--- src/rtl/ofm_drain.sv ---
`default_nettype none
// +--------------------------------------------------------------------------+
// | Module      : ofm_drain                                                  |
// | Description : Drain stage at the bottom of a systolic column. It         |
// |               captures the final partial sum on mac_done into a small    |
// |               first-word-fall-through FIFO. The FIFO presents results as |
// |               a valid/ready stream. Results dropped because the FIFO was |
// |               full are flagged (sticky ovf) and counted (saturating).    |
// |               Optional build macro OFM_RELU_EN clamps negative results   |
// |               to zero at capture.                                        |
// | Revision    : 1.0 - initial release                                      |
// +--------------------------------------------------------------------------+
module ofm_drain #(
   parameter int OWIDTH = 16,
   parameter int DEPTH  = 4,
   parameter int CWIDTH = 8
) (
   input  logic                       clk,
   input  logic                       rst,
   input  logic                       en_o,
   input  logic                       clr_o,
   input  logic                       mac_done,
   input  logic signed [OWIDTH-1:0]   ofm,
   output logic                       o_valid,
   input  logic                       o_ready,
   output logic signed [OWIDTH-1:0]   o_data,
   output logic [$clog2(DEPTH+1)-1:0] count,
   output logic                       ovf,
   output logic [CWIDTH-1:0]          drop_cnt
);

   localparam int C_PW = $clog2(DEPTH);
   localparam int C_CW = $clog2(DEPTH+1);
   localparam logic [C_CW-1:0] C_FULL = C_CW'(DEPTH);

   logic [OWIDTH-1:0] r_mem [DEPTH];
   logic [C_PW-1:0]   r_wr_ptr;
   logic [C_PW-1:0]   r_rd_ptr;
   logic [C_CW-1:0]   r_count;
   logic              r_ovf;
   logic [CWIDTH-1:0] r_drop_cnt;

   logic              w_push;
   logic              w_pop;
   logic              w_full;
   logic              w_wr_en;
   logic              w_drop;
   logic [OWIDTH-1:0] w_wdata;

   assign w_push = mac_done & en_o;
   assign w_pop  = (r_count != '0) & o_ready;
   assign w_full = (r_count == C_FULL);
   // A pop in the same cycle frees the slot, so a full FIFO still accepts the push
   assign w_wr_en = w_push & (~w_full | w_pop);
   assign w_drop  = w_push & w_full & ~w_pop;

`ifdef OFM_RELU_EN
   assign w_wdata = ofm[OWIDTH-1] ? '0 : ofm;
`else
   assign w_wdata = ofm;
`endif

   // Storage array: written at the write pointer on an accepted push
   always_ff @(posedge clk) begin
      if (w_wr_en && !clr_o) begin
         r_mem[r_wr_ptr] <= w_wdata;
      end
   end

   // Pointer and occupancy bookkeeping; clear overrides push and pop
   always_ff @(posedge clk or posedge rst) begin
      if (rst) begin
         r_wr_ptr <= '0;
         r_rd_ptr <= '0;
         r_count  <= '0;
      end else if (clr_o) begin
         r_wr_ptr <= '0;
         r_rd_ptr <= '0;
         r_count  <= '0;
      end else begin
         if (w_wr_en) begin
            r_wr_ptr <= r_wr_ptr + C_PW'(1);
         end
         if (w_pop) begin
            r_rd_ptr <= r_rd_ptr + C_PW'(1);
         end
         if (w_wr_en && !w_pop) begin
            r_count <= r_count + C_CW'(1);
         end else if (!w_wr_en && w_pop) begin
            r_count <= r_count - C_CW'(1);
         end
      end
   end

   // Overflow flag and saturating drop counter
   always_ff @(posedge clk or posedge rst) begin
      if (rst) begin
         r_ovf      <= 1'b0;
         r_drop_cnt <= '0;
      end else if (clr_o) begin
         r_ovf      <= 1'b0;
         r_drop_cnt <= '0;
      end else if (w_drop) begin
         r_ovf <= 1'b1;
         if (r_drop_cnt != '1) begin
            r_drop_cnt <= r_drop_cnt + CWIDTH'(1);
         end
      end
   end

   // Head of FIFO is driven straight from storage; zero when empty
   assign o_valid  = (r_count != '0);
   assign o_data   = (r_count != '0) ? r_mem[r_rd_ptr] : '0;
   assign count    = r_count;
   assign ovf      = r_ovf;
   assign drop_cnt = r_drop_cnt;

endmodule
`default_nettype wire

--- config.mk ---
export PLATFORM = sky130hd
export DESIGN_NAME = ofm_drain
export DESIGN_NICKNAME = d
export VERILOG_FILES = /design/src/rtl/ofm_drain.sv
export SDC_FILE = /design/constraint.sdc
export NUM_CORES = 1
export LEC_CHECK = 0
export CAP_MARGIN = 20
export CELL_PAD_IN_SITES_DETAIL_PLACEMENT = 0
export CELL_PAD_IN_SITES_GLOBAL_PLACEMENT = 1
export CORE_MARGIN = 2
export CORE_UTILIZATION = 41
export DETAILED_ROUTE_END_ITERATION = 8
export PLACE_DENSITY = 0.75
export SETUP_SLACK_MARGIN = 0.3
export SLEW_MARGIN = 40
export SYNTH_ARGS = -nofsm -noshare
export SYNTH_HDL_FRONTEND = slang
export SYNTH_SLANG_ARGS = --single-unit
--- constraint.sdc ---
create_clock -name clk -period 1.8 [get_ports clk]
set_clock_uncertainty 0.05 [all_clocks]
set_input_delay 0.27 -clock clk [delete_from_list [all_inputs] [get_ports clk]]
set_output_delay 0.27 -clock clk [all_outputs]
set_load 0.01 [all_outputs]
# ---- Word-level counts from Yosys, hierarchy flattened
# Memory sizes are Yosys's and may differ from the RTL's.
# Cells that the tools add are included.
dict set report op_classes {
  add_sub_neg 5
  muxes 15
  bitwise_logic 8
  n_eq_ne 2
  reduce_logical 13
}
# op count
set op_table {}
lappend op_table {{2-to-1 mux 8 bit} 3}
lappend op_table {{2-to-1 mux 16 bit} 1}
lappend op_table {{2-to-1 mux 3 bit} 3}
lappend op_table {{adder 8 x 1 -> 8 bit (second input constant)} 1}
lappend op_table {{2-to-1 mux 2 bit} 4}
lappend op_table {{!= test 8 bit (second input constant)} 1}
lappend op_table {{nonzero test 2 bit} 4}
lappend op_table {{nonzero test 3 bit} 2}
lappend op_table {{AND 1 bit} 5}
lappend op_table {{adder 2 x 1 -> 2 bit (second input constant)} 2}
lappend op_table {{2-to-1 mux 1 bit} 4}
lappend op_table {{adder 3 x 1 -> 3 bit (second input constant)} 1}
lappend op_table {{equality test 3 bit (second input constant)} 1}
lappend op_table {{logical AND 1 bit} 3}
lappend op_table {{zero test 1 bit} 3}
lappend op_table {{subtractor 3 x 1 -> 3 bit (second input constant)} 1}
lappend op_table {{inverter 1 bit} 2}
lappend op_table {{AND reduction 2 bit} 1}
lappend op_table {{OR 1 bit} 1}
dict set report totals {
  mem_bits_rw 64
  register_bits 16
  word_cells 49
  out_inout_bits 29
  n_memories 1
  input_bits 22
}
# name words word_bits read_ports rd_clocked_by_memory_dff write_ports line_no
set mem_list {}
lappend mem_list {r_mem 4 16 1 0 1 36} ;# logic [OWIDTH-1:0] r_mem [DEPTH];

# ---- Logic depth before layout (Yosys ltp)
dict set report depth {
  word_depth 9
  depth_mapped 7
}

# ---- Worst setup path before layout
# No wires, ideal clock.
dict set report synth_timing {
  path_kind {register to register}
  start {register r_count[0], in the netlist count[0]}
  end {register r_count[2], in the netlist count[2]}
  period_less_slack_ns 2.048
  setup_time_ns 0.078
  path_buffers 0
  t_arrival_ns 1.920
  slack_ns -0.248
  path_stages_with_launch 8
  path_cell_list {dfrtp_1 o21a_1 a311oi_1 fa_1 a21boi_0 a21oi_1 or2_2 a21oi_1}
}
dict set report synth_between {
  elab_chain_len 7
}
# element line_no
set synth_lines {}
lappend synth_lines {{from (decl)} 39} ;# logic [C_CW-1:0] r_count;
lappend synth_lines {{from (signal assigned)} 88} ;# r_count <= r_count + C_CW'(1);
lappend synth_lines {{from (signal assigned)} 90} ;# r_count <= r_count - C_CW'(1);
lappend synth_lines {{nonzero test 3 bit / equality test 3 bit (equally long branches)} {51, 52}}
lappend synth_lines {{AND 1 bit / inverter 1 bit (equally long branches)} {51, 54}}
lappend synth_lines {{OR 1 bit} 54} ;# assign w_wr_en = w_push & (~w_full | w_pop);
lappend synth_lines {{AND 1 bit} 54}
lappend synth_lines {{logical AND 1 bit / zero test 1 bit (equally long branches)} {87, 89}}
lappend synth_lines {{2-to-1 mux 3 bit / logical AND 1 bit (equally long branches)} {87, 89}}
lappend synth_lines {{2-to-1 mux 3 bit / nonzero test 3 bit (equally long branches)} n/a}
# Several ways; a longest one is shown, not always the timed one. The select of a mux whose other input is x is not followed.
# A chain may end at the register's enable or synchronous reset.

# ---- Worst setup path in the final report
dict set report layout_timing {
  start {register r_rd_ptr[0]}
  end {output port o_data[8]}
}
dict set report layout_between {
  elab_chain_len 2
}
# element line_no
set layout_lines {}
lappend layout_lines {{from (decl)} 38} ;# logic [C_PW-1:0] r_rd_ptr;
lappend layout_lines {{from (signal assigned)} 85} ;# r_rd_ptr <= r_rd_ptr + C_PW'(1);
lappend layout_lines {{memory read (4 x 16 bit)} n/a}
lappend layout_lines {{2-to-1 mux 16 bit} 113} ;# assign o_data = (r_count != '0) ? r_mem[r_rd_ptr] : '0;
lappend layout_lines {{to (decl)} 26} ;# output logic signed [OWIDTH-1:0] o_data,
# Every way passes these cells.

==> reports/metrics.csv <==
metric,value,unit
Detailed Routing Iterations Pass 1,4,
Compound-Gate Fraction of Synth Area,3.101,%
Sink Count,80,
Crit Path Max Fanout,4,
fin. max-slew vios,0,
critical path class,register to primary output,
area occupied by multi-input gates,0.001235,sq mm
Synth Flop Type,edfxtp_1,
starting density of the core,41.95,%
RSZ-0062 raised after global routing,true,
worst slack at placement,-530.2,ps
GRT met3 Usage,4.427,%
Synth Net Count,240,
Vias,2261,
headroom to the max-slew limit,78.04,%
area delta synth->final,44.11,%
die area,0.009113,sq mm
Post-synth ARST share,20.00,%
clock slew seen by the registers of the worst setup and hold paths,90,ps
DRC,0,
vias per cell,5.222,
fmax,0.4753,GHz
DP HPWL,4.670,mm
Die X,95.46,um
hold crit path type,input port to async pin,
xor/xnor cell area share of the yosys netlist,1.022,%
Mapped Cells,212,
Critical Path AT,1780,ps
type of origin of the critical path,register,
antenna-violating nets left,0,
core area,0.008175,sq mm
register area,0.002330,sq mm
pin count of the biggest net entering global routing,20,
final hold vios,0,
Final Worst Setup Slack,-303.9,ps
final setup vio count,27,
Non-Filler Instances,433,
worst vdd ir,0.5357,mV
GRT Residual Overflow,0,
CTS buffer count,9,
failing checks,negative setup slack,
Synth area leader,edfxtp_1,
GR Util met2,31.92,%
placed cell count,388,
period utilization,116.9,%
Final min period,2104,ps
largest cells by area after synthesis,"edfxtp_1 56%, dfrtp_1 12%, mux4_2 11%",
Pwr Density,1347,mW/mm^2
Reg2Reg Setup Slack,-270,ps
Avg WL per Cell,17.87,um
sequential element share of the synthesized area,67.71,%
GRT Max-Usage Layer,met2,
CTS tree,done,
Max-Cap Viols,0,
largest family of logic cells by synthesized area,simple AND/OR/NAND/NOR gates,
most common cell in the synthesized netlist,edfxtp_1,
synthesis-stage register bit count,80,
Synth Area in Adders,2.408,%
num rows,33,
# fillers,625,
Total GRT Usage,18.09,%
Critical Path End Type,primary output,
met1 GRT Util,22.23,%
nets,351,
"EDFF count, synth",64,
share of the synthesized area in the top cell type,56.04,%
post-synthesis mux area share,11.89,%
final RePlAce weighted congestion,0.8499,
clk root buf,clkbuf_8,
global-route wire length before repair,12.03,mm
Yosys cell types,41,
YS warnings,0,
ANT cells,0,
Mapped Area,0.003430,sq mm
clock latency on the worst-skew pair,340,ps
CTS H-tree lvls,3,
number of global-route vias before repair,2325,
CP Data Required Time,1480,ps
Die Span Y,95.46,um
DRT iter0 DRCs,172,
commonest cells in the netlist,"64 x edfxtp_1, 21 x and2_1, 18 x nor2_1",
Post-Syn Area per Cell,16.18,sq um
IO buf count,50,
routed wire length,7.737,mm
Lkg Pwr,0.001906,uW
antenna violations before repair,0,
share of cells above drive strength 1,47.87,%
post-synthesis simple-gate area fraction,12.11,%
Worst-Margin Slew,328.0,ps
I/O pin cnt,51,
status,finished with violations,
clk buf depth,2,
-- flip-flops by register name, indices dropped and copies added, names as in the netlist --
signal	cells
r_mem	64
count	3
drop_cnt	8
r_rd_ptr	2
r_wr_ptr	2
ovf	1
-- area by class of cell --
| type | count | area share (%) |
|---|---|---|
| flip-flops and latches | 80 | 47.14 |
| multi-input cells | 121 | 24.99 |
| repair buffers | 105 | 19.87 |
| well taps | 105 | 2.658 |
| clock buffers | 9 | 2.506 |
| clock inverters | 7 | 2.380 |
| inverters | 6 | 0.4557 |
-- report_power, final --
part | leakage (uW) | total, uW | switching, uW | internal (uW)
sequential | 0.000789 | 2150 | 69.3 | 2080
combinational | 0.00100 | 2950 | 1140 | 1810
clock | 0.000114 | 1560 | 642 | 921
-- critical path: stages, from the launching register on --
cell and delay [ps]:
dfrtp_2 430, buf_6 130, buf_12 110, mux4_2 490, and2_1 140, buf_2 130
-- layer usage --
layer / vias to the layer above / wire (um) / part of all wire [%]
li1: 1039 / - / -
met1: 1145 / 3270 / 42
met2: 68 / 4022 / 52
met3: 9 / 350 / 4.5
met4: 0 / 95 / 1.2
met5: - / 0 / 0
-- layout by cell type, fill, tap and decap left out, drive strengths merged, types with 2 or more instances in the layout --
cell	Yosys	routed
nand2	5	5
edfxtp	64	64
buf	4	75
nor2	18	18
nor4	5	5
clkinvlp	0	2
inv	6	7
bufinv	0	3
nor3	4	4
dfrtp	16	16
nor2b	2	2
mux2	3	3
clkdlybuf4s50	0	21
ha	5	5
mux4	16	16
a21oi	9	9
nand3	5	5
and2	21	25
clkbuf	5	9
dlygate4sd2	0	9
xor2	3	3
a311oi	2	2
and4	2	2
-- stage by stage --
step                      utilization [%]  TNS, ps  total power, uW  hold slack (ps)  instance area, sq um
after floorplan                         -   -107.1             3305            133.6                  3516
after global placement              52.68   -24700             4265            432.0                  4307
after detailed placement            52.68   -27620             4291            457.9                  4307
after CTS                           59.05    -5327             6450            153.4                  4827
after global routing                60.45    -6986             6968            192.3                  4942
final                               60.45    -5537             6659            174.7                  4942
-- cell families (layout without fill, tap and decap cells) --
family / Yosys count / in the layout
mux: 20 / 20
flops: 80 / 80
xor+xnor: 4 / 4
compound gates: 17 / 17
buf+inv: 15 / 127
simple gates: 70 / 74
fa+ha+maj: 6 / 6
-- worst paths after layout --
| path | start | endpoint | cells past startpoint |
|---|---|---|---|
| min in group clk | ovf | ovf | 2 |
| worst min-delay path | rst | count[2] | 2 |
| worst max-delay path | r_rd_ptr[0] | o_data[8] | 5 |
| worst min register to register | ovf | ovf | 2 |
| max in group asynchronous | rst | drop_cnt[7] | 3 |
| worst max register to register | count[0] | count[2] | 8 |
-- timing repair --
action | CTS | global route
gates resized for setup | 137 | 17
pin swaps | 40 | 13
buffers inserted | 19 | 5
gates cloned | 5 | 0
endpoints found under the setup margin | 109 | 98
endpoints found under the hold margin | 0 | 0
hold buffers | 0 | 0
(Power assumes the default switching activity.)
==> RTL edit: new RTL, same flow settings <==
Register the output `count` once more; this adds one clock of latency there. The other outputs are not delayed to match.
--- a/src/rtl/ofm_drain.sv
+++ b/src/rtl/ofm_drain.sv
@@ -111,7 +111,9 @@
    // Head of FIFO is driven straight from storage; zero when empty
    assign o_valid  = (r_count != '0);
    assign o_data   = (r_count != '0) ? r_mem[r_rd_ptr] : '0;
-   assign count    = r_count;
+   always_ff @(posedge clk) begin
+      count <= r_count;
+   end
    assign ovf      = r_ovf;
    assign drop_cnt = r_drop_cnt;
 
Behaviour: not the same (a bounded check fails within 4 cycles, from zero or initial values and one cycle with rst high).
==> RTL edit against the original RTL <==
The flow still finishes with violations (setup timing); final area rose by 1.6%; highest routed layer unchanged; worst setup slack improved by 0.031 ns; power fell by 8.8%; wire length fell by 1.6%; area after synthesis rose by 0.80%; clock power fell by 6%; maximum frequency rose by 1.5%; largest cell class unchanged; sequential cell count rose by 3.
==> RTL edit: results (changes against the original RTL) <==
FFs w/ async S/R, synth=0.193 (-0.00723); placed cell areas=0.00435 mm² (+1.1%); DRT iter0 DRCs=65 (-62%); via count=2183 (-3.4%); maximum vdd drop=0.557 mV (+4.0%); Post-Synth Adder-Cell Area=0.0239 (-0.000192); headroom to the max-slew limit=0.787 (+0.00707); share of layout cells above drive strength 1=0.476 (-0.00217); GRT met1 Usage=0.232 (+0.00932); sequential-to-total area share from yosys stat=0.689 (+0.0120); GP Congestion=0.780 (-8.3%); Final HPWL DP=4190 µm (-10%); FF-to-FF Start=r_count[1]; Setup WS post-layout=-0.273 ns (+0.0307 ns); Leakage=1.92 nW (+0.60%); Mapped Nets=236 (-1.7%); met2 Use GR=0.302 (-0.0168); r2r endpoint=r_count[1]; Sw Share=0.283 (+0.00515); GR Util met3=0.0290 (-0.0153); CP Capture Point=o_data[2]; Yosys cell types=36 (-12%); Worst R2R Setup Slack=-0.17 ns (+0.10 ns); status=finished, violations left; setup tns final=-6.64 ns (-1.10 ns); syn avg cell area=16.6 µm² (+2.7%); fillers=597 (-4.5%); final setup vio count=80 (+200%); Compound-Gate Fraction of Synth Area=0.0373 (+0.00627); post-place setup slack=-0.444 ns (+0.0864 ns); average wire per standard cell=18.0 µm (+0.54%); ranking of synthesized cells by area=edfxtp_1, dfrtp_1, mux4_2, and2_1, nor2_1; Worst R2R Path Depth=6 (-2); H-tree levels=3 (unchanged); multiplexer share of the synthesized area=0.117 (-0.00239); largest net degree at the start of global routing=19 (-5.0%); Hold WS=0.173 ns (-0.00139 ns); Non-Filler Instances=424 (-2.1%); GR Util All Layers=0.177 (-0.00346); worst-path fanout max=5 (+1); Final #Nets=342 (-2.6%); critical path arrival=1.75 ns (-0.03 ns); first-pass GRT wire length=11700 µm (-2.5%); clk slew on worst S/H paths=0.08 ns; failing checks=setup timing; XOR/XNOR share of the synthesized area=0.0127 (+0.00245)
## RTL edit: changes by cell type after synthesis, sizes merged, moves of 2 or more
| cell | before | now |
|---|---|---|
| buf | 4 | 2 |
| a311oi | 2 | 0 |
| nor4 | 5 | 1 |
| o21bai | 0 | 2 |
| a21oi | 9 | 6 |
| and4 | 2 | 0 |
| dfxtp | 0 | 3 |
## RTL edit: final cells by class
class                   instances  area, µm²  area share
flip-flops and latches         83       2390       0.475
multi-input cells             115       1260       0.251
repair buffers                 99       1000       0.200
well taps                     105        131      0.0262
clock buffers                  10        128      0.0254
clock inverters                 6       90.1      0.0179
inverters                       6       22.5     0.00448
## RTL edit: power groups by stage
stage / registers (W) / logic [W] / clock network [W]
2_1_floorplan: 0.00230 / 0.00102 / 0
3_3_place_gp: 0.00226 / 0.00181 / 0
3_5_place_dp: 0.00226 / 0.00181 / 0
4_1_cts: 0.00225 / 0.00223 / 0.00148
5_1_grt: 0.00225 / 0.00255 / 0.00156
6_report: 0.00224 / 0.00237 / 0.00146
## RTL edit: metal layers
metal | share of wire | vias to the layer above
met5 | 0 | -
met3 | 0.031 | 7
met2 | 0.51 | 43
li1 | - | 1012
met1 | 0.45 | 1121
met4 | 0.012 | 0
## RTL edit: what timing repair did
action | CTS | global route
endpoints found under the setup margin | 107 | 99
pin swaps | 31 | 13
gates cloned | 3 | 3
setup buffers | 14 | 6
endpoints found under the hold margin | 0 | 0
resized for setup | 124 | 31
## RTL edit: worst max-delay path: stages (launching register included)
cell and delay, ns:
dfrtp_1 0.38, buf_6 0.14, buf_12 0.12, mux4_2 0.50, and2_4 0.15, buf_6 0.11
